File: config.mk
export PLATFORM = sky130hd
export DESIGN_NAME = ik_swift_avalon_bridge
export DESIGN_NICKNAME = d
export VERILOG_FILES = /design/src/rtl/ik_swift_avalon_bridge.sv
export SDC_FILE = /design/constraint.sdc
export NUM_CORES = 2
export LEC_CHECK = 0
export ABC_AREA = 1
export CORE_AREA = 2 2 572 574
export CTS_CLUSTER_SIZE = 12
export DETAILED_ROUTE_END_ITERATION = 7
export DIE_AREA = 0 0 574 576
export GPL_ROUTABILITY_DRIVEN = 0
export PLACE_DENSITY = 0.48
export SETUP_SLACK_MARGIN = 0.3
export SYNTH_ARGS = -nofsm -noshare
export SYNTH_HDL_FRONTEND = slang
export SYNTH_SLANG_ARGS = --single-unit
File: constraint.sdc
create_clock -name clk -period 2.3 [get_ports clk]
set_input_delay 0.345 -clock clk [delete_from_list [all_inputs] [get_ports clk]]
set_output_delay 0.345 -clock clk [all_outputs]
set_load 0.1 [all_outputs]
File: src/rtl/ik_swift_avalon_bridge.sv
// ik_swift_avalon_bridge: Avalon-MM slave that loads ik_swift core operands
// from 32-bit bus halves, sequences the core through a reset pulse and a
// fixed-length enable window, and captures the joint deltas for read-back.
// Optional build macro: IK_SWIFT_BRIDGE_DH_UPDATE_EN (feeds each captured delta
// back into its joint's DH parameter at the end of a run).
module ik_swift_avalon_bridge #(
    parameter int WORD_W     = 36,
    parameter int RUN_CYCLES = 64
) (
    input  logic                           clk,
    input  logic                           rst_n,
    input  logic                           chipselect,
    input  logic                           write,
    input  logic                           read,
    input  logic [6:0]                     address,
    input  logic [31:0]                    writedata,
    output logic [31:0]                    readdata,
    output logic                           core_en,
    output logic                           core_rst,
    output logic [2:0][WORD_W-1:0]         z,
    output logic [5:0]                     joint_type,
    output logic [5:0][3:0][WORD_W-1:0]    dh_param,
    output logic [5:0][WORD_W-1:0]         target,
    input  logic [5:0][WORD_W-1:0]         delta
);

    localparam int          HI_W   = WORD_W - 32;
    localparam int          NWORDS = 39;          // 33 writable + 6 captured deltas
    localparam logic [15:0] LAST   = 16'(RUN_CYCLES - 1);

    typedef enum logic [1:0] {S_IDLE, S_CRST, S_RUN, S_CAP} state_t;

    state_t                        state_q;
    logic [15:0]                   cnt_q;
    logic                          core_en_q, core_rst_q, done_q;
    logic [NWORDS-1:0][WORD_W-1:0] word_q;
    logic [31:0]                   stage_q;
    logic [5:0]                    jtype_q;
    logic [31:0]                   rdata_q;

    logic        wr, rd, busy, is_op, hi;
    logic [5:0]  w;
    logic        lo_wr, hi_wr, jt_wr, start, clr;
    logic [31:0] rd_d;

    // Bus decode: operand and JTYPE writes are locked out while a run is active
    always_comb begin
        wr    = chipselect & write;
        rd    = chipselect & read;
        busy  = (state_q != S_IDLE);
        is_op = (address < 7'd78);
        w     = address[6:1];
        hi    = address[0];
        lo_wr = wr & is_op & ~busy & ~hi & (w < 6'd33);
        hi_wr = wr & is_op & ~busy &  hi & (w < 6'd33);
        jt_wr = wr & (address == 7'd82) & ~busy;
        start = wr & (address == 7'd80) & writedata[0];
        clr   = wr & (address == 7'd80) & writedata[1];
    end

    // Read mux; HI halves return only the top bits of the word, zero-extended
    always_comb begin
        rd_d = '0;
        if (is_op) begin
            if (hi) rd_d = {{(32-HI_W){1'b0}}, word_q[w][WORD_W-1:32]};
            else    rd_d = word_q[w][31:0];
        end else if (address == 7'd81) begin
            rd_d = {30'b0, done_q, busy};
        end else if (address == 7'd82) begin
            rd_d = {26'b0, jtype_q};
        end
    end

    // Run sequencer: reset pulse, RUN_CYCLES of enable, one capture cycle
    always_ff @(posedge clk or negedge rst_n) begin
        if (!rst_n) begin
            state_q    <= S_IDLE;
            cnt_q      <= '0;
            core_en_q  <= 1'b0;
            core_rst_q <= 1'b0;
            done_q     <= 1'b0;
        end else begin
            // clear is honoured in any state; the capture cycle sets done last
            if (clr) done_q <= 1'b0;
            case (state_q)
                S_IDLE: begin
                    if (start) begin
                        done_q     <= 1'b0;
                        core_rst_q <= 1'b1;
                        state_q    <= S_CRST;
                    end
                end
                S_CRST: begin
                    core_rst_q <= 1'b0;
                    core_en_q  <= 1'b1;
                    cnt_q      <= '0;
                    state_q    <= S_RUN;
                end
                S_RUN: begin
                    if (cnt_q == LAST) begin
                        core_en_q <= 1'b0;
                        state_q   <= S_CAP;
                    end else begin
                        cnt_q <= cnt_q + 16'd1;
                    end
                end
                S_CAP: begin
                    done_q  <= 1'b1;
                    state_q <= S_IDLE;
                end
                default: state_q <= S_IDLE;
            endcase
        end
    end

    // Operand store, staging half, joint type, delta capture and read register
    always_ff @(posedge clk or negedge rst_n) begin
        if (!rst_n) begin
            word_q  <= '0;
            stage_q <= '0;
            jtype_q <= '0;
            rdata_q <= '0;
        end else begin
            if (lo_wr) stage_q   <= writedata;
            if (hi_wr) word_q[w] <= {writedata[HI_W-1:0], stage_q};
            if (jt_wr) jtype_q   <= writedata[5:0];
            if (rd)    rdata_q   <= rd_d;
            // bus writes cannot collide with capture: both are gated by busy
            if (state_q == S_CAP) begin
                for (int j = 0; j < 6; j++) begin
                    word_q[33+j] <= delta[j];
`ifdef IK_SWIFT_BRIDGE_DH_UPDATE_EN
                    // revolute joints adjust theta (slot 0), prismatic adjust d (slot 1)
                    word_q[j*4 + (jtype_q[j] ? 1 : 0)] <=
                        word_q[j*4 + (jtype_q[j] ? 1 : 0)] + delta[j];
`endif
                end
            end
        end
    end

    // Core-facing bundle is a direct view of the operand store
    for (genvar j = 0; j < 6; j++) begin : g_joint
        for (genvar k = 0; k < 4; k++) begin : g_param
            assign dh_param[j][k] = word_q[j*4+k];
        end
        assign target[j] = word_q[24+j];
    end
    for (genvar i = 0; i < 3; i++) begin : g_axis
        assign z[i] = word_q[30+i];
    end

    assign joint_type = jtype_q;
    assign readdata   = rdata_q;
    assign core_en    = core_en_q;
    assign core_rst   = core_rst_q;

endmodule

==> flow_metrics.env <==
export IMPL_dieArea_mm2=0.331
export IMPL_root_buffer="clkbuf_16"
export IMPL_max_cap_viol_count=0
export IMPL_hold_viol=0
export IMPL_vdd_drop_max_uv=533
export IMPL_globalRouteOverflowTotal=0
export IMPL_critPathKind="in -> reg"
export IMPL_max_freq_ghz=0.444
export IMPL_synth_flop_cell="dfrtp_1"
export IMPL_cts_sinks=1495
export IMPL_portBuffers=1487
export IMPL_end_kind="flop"
export IMPL_cp_max_fo=13
export IMPL_grt_start_max_net_pins=103
export IMPL_setup_violations=0
export IMPL_core_area_mm2=0.325
export IMPL_start_util_pct=23.1
export IMPL_leakagePower_nw=48.7
export IMPL_antenna_found_initial=36
export IMPL_grt_util_all_layers_pct=25.8
export IMPL_grt_first_pass_wirelength_um=588000
export IMPL_pin_count=1488
export IMPL_path_clk_slew_ns=0.06
export IMPL_nets=10300
export IMPL_synth_warnings=0
export IMPL_max_slew_margin_pct=29.1
export IMPL_worstPathRequired_ns=3.07
export IMPL_syn_inst=9266
export IMPL_placement_rows=210
export IMPL_drc=0
export IMPL_synth_seq_cells=1495
export IMPL_finalSetupTns_ns=0
export IMPL_layout_commonest_cell="nand2_1"
export IMPL_finalCriticalPeriod_ns=2.25
export IMPL_viasPerCell=4.68
export IMPL_postRouteAntennaNets=0
export IMPL_wl_um=451000
export IMPL_numCtsBuffers=187
export IMPL_p_per_area_mw_per_mm2=613
export IMPL_area_growth_pct=32.9
export IMPL_tightestPinTransition_ns=1.05
export IMPL_clockBufferDepth=4
export IMPL_ys_types=42
export IMPL_via_count=68100
export IMPL_syn_area_mm2=0.0751
export IMPL_hold_class="in -> reg"
export IMPL_synth_avg_cell_area_um2=8.10
export IMPL_insertion_delay_ns=0.88
export IMPL_tritoncts="done"
export IMPL_period_share_pct=97.9
export IMPL_arrival_ns=3.02
export IMPL_outcome="finished, final reports clean"
export IMPL_fin_area_mm2=0.0997
export IMPL_drtPass1Iterations=6
export IMPL_synth_edf_count=0
export IMPL_syn_num_nets=9532
export IMPL_h_tree_depth=4
export IMPL_async_reset_ff_share_pct=100
export IMPL_die_h_um=576
export IMPL_yosysSeqAreaShare_pct=49.8
export IMPL_drt_wirelength_per_cell_um=31.0
export IMPL_dpl_instance_area_mm2=0.0899
export IMPL_critPathLaunchType="primary input"
export IMPL_maxSlewViolCount=0
export IMPL_drt_iter0_markers=7435
export IMPL_worst_slack_ns=0.0483
export IMPL_die_width_um=574
export IMPL_dp_hpwl_um=338000
export IMPL_drive_gt1_share_pct=27.2
export IMPL_fin_skew_ns=0.0758
export IMPL_pre_cts_slack_ns=-0.786
export IMPL_mostFrequentLayoutCells="nand2_1 (3091), buf_4 (1708), dfrtp_1 (1491)"
export IMPL_rsz0062_at_grt="true"
export IMPL_grt_pass1_vias=63900
-- what timing repair did --
action                      CTS  global route
setup endpoints to repair  1922          1863
gates cloned                 18            37
hold buffers                 54             0
gates resized for setup     174           251
hold endpoints to repair    734             0
pin swaps                    10            19
setup buffers                20            10
-- stage by stage --
step / cells / hold slack, ns / power (mW) / util [%]
2_1_floorplan: 9266 / 0.0494 / 27.9 / -
3_3_place_gp: 14000 / 0.279 / 30.9 / 27.6
6_report: 14500 / 0.0643 / 61.2 / 30.7
4_1_cts: 14500 / 0.0000257 / 61.7 / 30.1
5_1_grt: 14500 / 0.0303 / 62.9 / 30.6
3_5_place_dp: 14000 / 0.277 / 30.8 / 27.6
-- state kept, by name, indices dropped and copies added, names as in the netlist --
name	count
cnt_q	16
core_en	1
core_rst	1
dh_param	864
done_q	1
joint_type	6
readdata	32
stage_q	32
state_q	2
target	216
word_q	216
z	108
-- worst max-delay path, stage by stage --
cell	delay, ns
buf_8	0.19
inv_8	0.12
nand2_4	0.17
inv_6	0.05
buf_12	0.15
buf_4	0.21
buf_12	0.17
buf_4	0.15
nand2_1	0.05
nand4_1	0.15
o21ai_0	0.87
nand3_1	0.17
nand2_1	0.10
nand2_1	0.05
-- layer usage --
metal | track usage [%] | routed length, um
met3 | 7.76 | 43600
met5 | 0 | 13
met1 | 34.3 | 189000
met4 | 9.26 | 19900
met2 | 39.4 | 198000
-- final cells by class --
class,count,area (um^2)
antenna,11,27.5
clock buffer,269,5430
clock inverter,62,754
fill,34800,226000
inverter,338,1300
multi-input combinational,5642,26400
sequential,1495,37400
tap,4346,5440
timing repair buffer,2367,22900
-- logic make-up after synthesis --
family          synth area share (%)
xor+xnor                       0.105
buf+inv                         16.8
compound gates                  12.2
fa+ha+maj                      0.100
simple gates                    19.6
mux                             1.38
flops                           49.8
-- power by group --
| part | total, mW | switching, mW | internal, mW |
|---|---|---|---|
| clock network | 30.7 | 12.9 | 17.8 |
| registers | 26.4 | 0.0411 | 26.3 |
| logic | 4.09 | 2.74 | 1.36 |
| total | 61.2 | 15.7 | 45.5 |
-- synthesized netlist by cell type, types with 19 or more instances --
cell / number / area (um^2)
a21oi_1: 174 / 871
a22oi_1: 40 / 300
buf_1: 75 / 282
buf_2: 114 / 571
buf_4: 1188 / 8920
clkbuf_1: 415 / 1560
dfrtp_1: 1495 / 37400
inv_1: 323 / 1210
mux2_2: 92 / 1040
nand2_1: 3245 / 12200
nand3_1: 109 / 546
nand4_1: 118 / 738
nor2_1: 197 / 739
nor3_1: 30 / 150
o21ai_0: 458 / 2290
o21ai_1: 1065 / 5330
or2_2: 19 / 119
-- final timing paths --
path                                              start                        end  slack [ns]  cells past startpoint
worst max-delay path                         address[1]   readdata[11]$_DFFE_PN0P_        0.05                     14
worst min-delay path                          delta[15]   word_q[1203]$_DFFE_PN0P_        0.06                      3
worst max register to register   state_q[1]$_DFFE_PN0P_   dh_param[36]$_DFFE_PN0P_        0.09                     14
worst min register to register  stage_q[14]$_DFFE_PN0P_   dh_param[50]$_DFFE_PN0P_        0.49                      2
max in group asynchronous                         rst_n  dh_param[535]$_DFFE_PN0P_        0.55                      5
min in group asynchronous                         rst_n   word_q[1364]$_DFFE_PN0P_        0.61                      3
(Power assumes the default switching activity.)
